## src/rtl/comp_serial_ctrl_pkg.sv

```systemverilog
// Shared types and constants for the serial magnitude comparator:
// FSM state encoding, one-hot {l,e,g} result codes and the 2x1 mux primitive.
package comp_serial_ctrl_pkg;

  typedef enum logic [1:0] {
    ST_IDLE = 2'd0,
    ST_RUN  = 2'd1
  } state_t;

  // Result is carried as {l, e, g}; exactly one bit set after a done.
  localparam logic [2:0] RES_NONE = 3'b000;
  localparam logic [2:0] RES_LT   = 3'b100;
  localparam logic [2:0] RES_EQ   = 3'b010;
  localparam logic [2:0] RES_GT   = 3'b001;

  function automatic logic mux2(input logic sel, input logic d0, input logic d1);
    return sel ? d1 : d0;
  endfunction

endpackage

```

## src/rtl/comp_bit_slice.sv

```systemverilog
// One-bit magnitude comparator slice built from 2x1 muxes selected by ai.
module comp_bit_slice
  import comp_serial_ctrl_pkg::*;
(
  input  logic ai,
  input  logic bi,
  output logic lt,
  output logic eq,
  output logic gt
);

  // With ai as select: ai=0 -> lt=bi, gt=0; ai=1 -> lt=0, gt=~bi.
  assign lt = mux2(ai, bi,    1'b0);
  assign eq = mux2(ai, ~bi,   bi);
  assign gt = mux2(ai, 1'b0,  ~bi);

endmodule

```

## src/rtl/comp_serial_ctrl.sv

```systemverilog
// Serial MSB-first magnitude comparator sequencer: walks one comparator slice
// down the captured operands and stops at the first differing bit.
module comp_serial_ctrl
  import comp_serial_ctrl_pkg::*;
#(
  parameter int WIDTH = 8
) (
  input  logic             clk,
  input  logic             rst_n,
  input  logic             start,
  input  logic             abort,
  input  logic [WIDTH-1:0] a,
  input  logic [WIDTH-1:0] b,
  output logic             busy,
  output logic             done,
  output logic             l,
  output logic             e,
  output logic             g
);

  localparam int IDX_W = $clog2(WIDTH);
  localparam logic [IDX_W-1:0] IDX_TOP = IDX_W'(WIDTH - 1);

  state_t           state, state_nxt;
  logic [WIDTH-1:0] a_q, a_nxt;
  logic [WIDTH-1:0] b_q, b_nxt;
  logic [IDX_W-1:0] idx, idx_nxt;
  logic [2:0]       res_q, res_nxt;
  logic             done_q, done_nxt;

  logic bit_a, bit_b;
  logic s_lt, s_eq, s_gt;

  assign bit_a = a_q[idx];
  assign bit_b = b_q[idx];

  comp_bit_slice u_slice (
    .ai (bit_a),
    .bi (bit_b),
    .lt (s_lt),
    .eq (s_eq),
    .gt (s_gt)
  );

  // NOTE: every signal gets its hold/default value first so no path leaves
  // one unassigned, which would otherwise infer a latch.
  always_comb begin
    state_nxt = state;
    a_nxt     = a_q;
    b_nxt     = b_q;
    idx_nxt   = idx;
    res_nxt   = res_q;
    done_nxt  = 1'b0;

    case (state)
      ST_IDLE: begin
        // start wins over abort here; abort has no meaning outside RUN.
        if (start) begin
          a_nxt     = a;
          b_nxt     = b;
          idx_nxt   = IDX_TOP;
          res_nxt   = RES_NONE;
          state_nxt = ST_RUN;
        end
      end
      ST_RUN: begin
        if (abort) begin
          state_nxt = ST_IDLE;
        end else if (!s_eq) begin
          res_nxt   = s_lt ? RES_LT : RES_GT;
          done_nxt  = 1'b1;
          state_nxt = ST_IDLE;
        end else if (idx == '0) begin
          res_nxt   = RES_EQ;
          done_nxt  = 1'b1;
          state_nxt = ST_IDLE;
        end else begin
          idx_nxt = idx - 1'b1;
        end
      end
      default: state_nxt = ST_IDLE;
    endcase
  end

  // NOTE: state registers use non-blocking assignments so every flop samples
  // the pre-edge values regardless of statement order.
  always_ff @(posedge clk or negedge rst_n) begin
    if (!rst_n) begin
      state  <= ST_IDLE;
      a_q    <= '0;
      b_q    <= '0;
      idx    <= '0;
      res_q  <= RES_NONE;
      done_q <= 1'b0;
    end else begin
      state  <= state_nxt;
      a_q    <= a_nxt;
      b_q    <= b_nxt;
      idx    <= idx_nxt;
      res_q  <= res_nxt;
      done_q <= done_nxt;
    end
  end

  assign busy = (state == ST_RUN);
  assign done = done_q;
  assign l    = res_q[2];
  assign e    = res_q[1];
  assign g    = res_q[0];

  // s_gt is implied by !s_eq && !s_lt; kept connected for slice completeness.
  logic unused_gt;
  assign unused_gt = s_gt;

endmodule
```

## config.mk

```make
export PLATFORM = sky130hd
export DESIGN_NAME = comp_serial_ctrl
export DESIGN_NICKNAME = d
export VERILOG_FILES = /design/src/rtl/comp_serial_ctrl_pkg.sv /design/src/rtl/comp_bit_slice.sv /design/src/rtl/comp_serial_ctrl.sv
export SDC_FILE = /design/constraint.sdc
export NUM_CORES = 1
export LEC_CHECK = 0
export CORE_ASPECT_RATIO = 0.6
export CORE_MARGIN = 1
export CORE_UTILIZATION = 45
export DETAILED_ROUTE_END_ITERATION = 8
export GPL_ROUTABILITY_DRIVEN = 0
export PLACE_DENSITY = 0.82
export REMOVE_ABC_BUFFERS = 1
export SLEW_MARGIN = 20
export SYNTH_ARGS = -nofsm -noshare
export SYNTH_HDL_FRONTEND = slang
export SYNTH_SLANG_ARGS = --single-unit
export TNS_END_PERCENT = 50
```

## constraint.sdc

```tcl
create_clock -name clk -period 2.4 [get_ports clk]
set_input_delay 0.48 -clock clk [delete_from_list [all_inputs] [get_ports clk]]
set_output_delay 0.48 -clock clk [all_outputs]
set_load 0.03 [all_outputs]
```

; ---- Word-level counts from Yosys, hierarchy flattened
; Cells that the tools add are included.
[totals]
ff_bits = 25
inputBits = 20
output_inout_bits = 5
word_cells = 49
[op_classes]
muxes = 26
order_cmp = 1
reduce_logical = 7
n_bitwise = 1
addsub = 1
eq_ne = 7
[op_table]
columns = cell, n
row1 = $mux 3, 9
row2 = $pmux 3 s2, 2
row3 = $mux 1, 8
row4 = $mux 2, 4
row5 = $bmux 1 s3, 2
row6 = $ne 2x2->1 const B, 3
row7 = $reduce_and 5->1, 1
row8 = $lt 3x4->1 const B, 1
row9 = $ne 4x3->1 const B, 1
row10 = $pmux 2 s2, 1
row11 = $reduce_and 2->1, 2
row12 = $reduce_and 4->1, 1
row13 = $logic_not 3->1, 1
row14 = $ne 3x2->1 const B, 1
row15 = $sub 3x1->3 const B, 1
row16 = $eq 2x1->1 const B, 1
row17 = $logic_not 2->1, 1
row18 = $ne 2x1->1 const B, 1
row19 = $reduce_bool 2->1, 1
row20 = $not 1->1, 1

; ---- Logic depth before layout (Yosys ltp)
[depth]
word_depth = 7
mapped_depth = 8
mapped_depth_nobuf = 7

; ---- Cells and area by module
; Synthesis repeated with hierarchy kept, for this count alone.
[unflattened]
cells_unflattened = 120
area_unflattened_um2 = 1157.4
[by_module_without_submodules]
columns = mod, instances, cells_per_inst, area_per_inst_um2, seq_area_each_um2
row1 = comp_serial_ctrl, 1, 116, 1124.8, 600.6
row2 = comp_bit_slice, 1, 4, 32.5, 0.0

; ---- Worst setup path after synthesis
; OpenSTA, ideal clock, no wires.
[synth_timing]
kind = reg-to-reg
from = reg idx[0]
to = reg idx[1]
required_time_ns = 2.276
path_buffers = 1
path_stages_with_launch = 8
slack_ns = 0.305
arrival_time_ns = 1.971
cell_sequence = dfrtp_1 buf_6 mux4_2 mux2i_1 inv_1 ha_1 or3b_4 mux2i_1
[synth_between]
elab_chain_cells = 6
word_cells_on_any_way = 15
classes_between = add/sub (1) / eq/ne (2) / mux (9) / bitwise (1) / reduce/logical (2)
[synth_lines]
columns = item, line
row1 = from (decl), comp_serial_ctrl.sv:27  ; logic [IDX_W-1:0] idx, idx_nxt;
row2 = from (signal assigned), comp_serial_ctrl.sv:99  ; idx <= idx_nxt;
row3 = $bmux 1 s3, comp_serial_ctrl.sv:35  ; assign bit_b = b_q[idx];
row4 = $mux 1 (not written as such), comp_serial_ctrl.sv:35
row5 = $not 1->1, comp_bit_slice.sv:14  ; assign eq = mux2(ai, ~bi, bi);
row6 = $mux 1, comp_serial_ctrl_pkg.sv:17  ; return sel ? d1 : d0;
row7 = $ne 2x1->1 (no line), --
row8 = $reduce_and 5->1 (no line), --
; Parallel ways exist; a longest one is shown, timed or not. The select of a mux whose other input is x is not followed.
; A chain may end at the register's enable or synchronous reset.

; ---- Worst setup path in the final report
[layout_timing]
from = reg idx[0]
to = reg res_q[2]
[layout_between]
elab_chain_cells = 7
word_cells_on_any_way = 14
classes_between = eq/ne (1) / mux (10) / bitwise (1) / reduce/logical (2)
[layout_lines]
columns = item, line
row1 = $bmux 1 s3 (on tied branches), "comp_serial_ctrl.sv:35, comp_serial_ctrl.sv:34"
row2 = $mux 1 (on tied branches), "comp_serial_ctrl.sv:35, comp_serial_ctrl.sv:34"
row3 = $mux 1 or $not 1->1 (tied branches), "comp_serial_ctrl_pkg.sv:17, comp_bit_slice.sv:14"
row4 = $mux 3 or $mux 1 (tied branches), "comp_serial_ctrl.sv:70, comp_serial_ctrl_pkg.sv:17"
row5 = $mux 3, comp_serial_ctrl.sv:69  ; end else if (!s_eq) begin
row6 = $mux 3, comp_serial_ctrl.sv:67  ; if (abort) begin
row7 = $pmux 3 s2, comp_serial_ctrl.sv:55  ; case (state)
row8 = to (signal assigned), comp_serial_ctrl.sv:100  ; res_q <= res_nxt;
row9 = to (decl), comp_serial_ctrl.sv:28  ; logic [2:0] res_q, res_nxt;
; Parallel ways exist; a longest one is shown, timed or not. The select of a mux whose other input is x is not followed.

==> results.py <==
metrics = {
    "worst_hold_path": {
        "hp-class": "reg -> reg",
    },
    "place": {
        "dp_hpwl_microns": 1500,
        "dp_slack_ns": 0.157,
        "port_buffers": 24,
        "postPlaceCellArea_sq_um": 1430,
    },
    "sta": {
        "fin_crit_sh_pct": 91.6,
        "hold_violations": 0,
        "slew-limit-headroom_pct": 79.7,
        "fin_ws_ns": 0.202,
        "rsz0062_at_grt": "no",
        "fin_skew_ns": 0.00386,
        "max_freq_mhz": 455,
        "period_minus_slack_ns": 2.20,
        "tightest_slew_ns": 0.304,
        "setup_viol": 0,
        "slew_viol_final": 0,
        "fin_setup_tns_ns": 0,
    },
    "cells_and_area": {
        "drive_above_1_share_pct": 26.4,
        "diodes": 0,
        "syn2layout_area_growth_pct": 29.2,
        "final_area_sq_um": 1480,
        "final_cell_mix": "clkdlybuf4s50_1 (24), dfrtp_1 (23), mux2_2 (15)",
        "final_common_cell": "clkdlybuf4s50_1",
        "fin_nets": 135,
    },
    "logic_synthesis": {
        "synth_top_family_by_area": "multiplexers",
        "syn_area_sq_um": 1150,
        "synth-xor-area-share_pct": 0,
        "synth_warnings": 0,
        "synth-seq-area-share_pct": 52.3,
        "ys_seq_elements": 24,
        "synth_fa_ha_area_share_pct": 4.36,
        "synth_compound_area_share_pct": 1.31,
        "synth.distinct_cells": 16,
        "synth_mux_area_share_pct": 30.5,
        "avgSynthCellArea_sq_um": 14.0,
        "syn_inst": 82,
        "yosys.area_share.simple_pct": 7.31,
    },
    "global_routing": {
        "grt_usage_pct": 17.2,
        "grt_first_pass_wirelength_microns": 3180,
        "gr-total-overflow": 0,
        "grt_max_degree": 25,
        "first_global_vias": 676,
        "antenna_found_initial": 0,
    },
    "setup_path": {
        "slowest_delay_ns": 0.51,
        "crit_buf_inv": 1,
        "crit_required_ns": 2.58,
        "critPathTopFamily": "multiplexers",
        "path_class": "reg -> reg",
        "cp.arrival_ns": 2.38,
        "cp_common_cell": "mux2i_1",
        "path_cells": "mux4_2 -> mux2i_1 -> inv_1 -> ha_1 -> nand2_1 -> o221ai_2 -> mux2i_1",
        "slowest_stage": "mux4_2",
        "worst-path-max-fanout": 4,
        "crit_path_end_kind": "register",
        "crit_path_start_kind": "register",
    },
    "cts": {
        "clock-sinks": 24,
        "cts_root_buf": "clkbuf_8",
        "clock_path_buffers": 2,
        "cts.clk_slew.worst_paths_ns": 0.08,
        "cts_buffers": 3,
        "cts_tree": "yes",
        "worstSkewPairLatency_ns": 0.27,
        "h-tree-depth": 1,
    },
    "run": {
        "drv_cap": 0,
    },
    "floorplan": {
        "pin_count": 25,
        "row_count": 13,
        "initial_utilization_pct": 50.4,
        "die_y_microns": 41.1,
        "fp.coreArea_sq_um": 2280,
        "floorplan.die_area_sq_um": 2760,
        "die_w_microns": 67.2,
    },
    "drt": {
        "wl_per_cell_microns": 13.8,
        "num_vias": 697,
        "first_pass_iters": 4,
        "drc_errors": 0,
        "finalWirelength_microns": 1930,
        "ant_nets": 0,
        "viasPerCell": 4.98,
        "drt_iter0_markers": 26,
    },
    "pwr": {
        "cellLeakagePower_nw": 0.674,
        "irDropWorstVdd_v": 0.000530,
        "p_per_area_nw_per_um2": 1150,
    },
    "status": {
        "status": "complete, no violations",
    },
}
cells by family after synthesis:
kind of cell | Yosys count
adder cells (fa/ha/maj) | 4
flip-flops | 24
AND/OR/NAND/NOR | 15
AO/OA/AOI/OAI | 1
multiplexers | 28
buffers and inverters | 10
registers in the layout (all words and copies together), names as in the netlist:
register  flops
state         1
res_q         3
done          1
b_q           8
idx           3
a_q           8
cell type report:
cell class	instances	area [sq um]
inverters	7	26.3
fillers	174	795
flip-flops and latches	24	602
well taps	30	37.5
clock buffers	4	55.1
multi-input cells	48	499
repair buffers	27	263
metrics by stage:
step / util [%] / power [mW] / std cells / hold WS (ns)
detailed placement: 62.6 / 1.45 / 136 / 0.494
floorplan: - / 1.21 / 79 / 0.184
global route: 65.1 / 1.83 / 140 / 0.530
finish: 65.1 / 1.70 / 140 / 0.511
global placement: 62.6 / 1.42 / 136 / 0.492
CTS: 65.1 / 1.72 / 140 / 0.513
final timing paths:
path | from | endpoint | slack (ns) | depth (start not counted)
min | a_q[6]$_DFFE_PN0P_ | a_q[6]$_DFFE_PN0P_ | 0.51 | 1
min in group asynchronous | rst_n | b_q[1]$_DFFE_PN0P_ | 0.57 | 2
max in group asynchronous | rst_n | idx[0]$_DFFE_PN0P_ | 1.58 | 2
min reg2reg | a_q[6]$_DFFE_PN0P_ | a_q[6]$_DFFE_PN0P_ | 0.51 | 1
max reg2reg | idx[0]$_DFFE_PN0P_ | res_q[2]$_DFFE_PN0P_ | 0.20 | 7
max | idx[0]$_DFFE_PN0P_ | res_q[2]$_DFFE_PN0P_ | 0.20 | 7
report_power, final:
part / switching, mW / total (mW) / internal, mW / leakage [nW]
sequential: 0.118 / 0.696 / 0.579 / 0.280
combinational: 0.312 / 0.737 / 0.425 / 0.366
clock: 0.122 / 0.268 / 0.146 / 0.0288
Yosys cell counts, drive strengths merged:
master	n	area share, %
buf	3	1.9
dfrtp	24	52
ha	4	4.4
inv	7	2.3
mux2	16	16
mux2i	8	7.0
mux4	4	7.9
nand2	4	1.3
nand2b	2	1.1
nand4bb	1	0.98
nor2	4	1.3
nor2b	3	1.6
o221ai	1	1.3
or3b	1	0.98
what timing repair did:
| action | 4_1_cts | 5_1_grt |
|---|---|---|
| gates resized for setup | 0 | 1 |
| endpoints found under the setup margin | 0 | 3 |
| hold buffers | 0 | 0 |
| setup buffers | 0 | 0 |
metal layers:
| layer | global-route usage [%] | up-vias | part of all wire (%) |
|---|---|---|---|
| met4 | 4.79 | 0 | 1.0 |
| met3 | 6.11 | 5 | 6.8 |
| met2 | 29.8 | 21 | 46 |
| met1 | 20.9 | 332 | 46 |
| met5 | 0 | - | 0 |
| li1 | - | 339 | - |
Note: power is estimated with default switching activity, not from simulation.
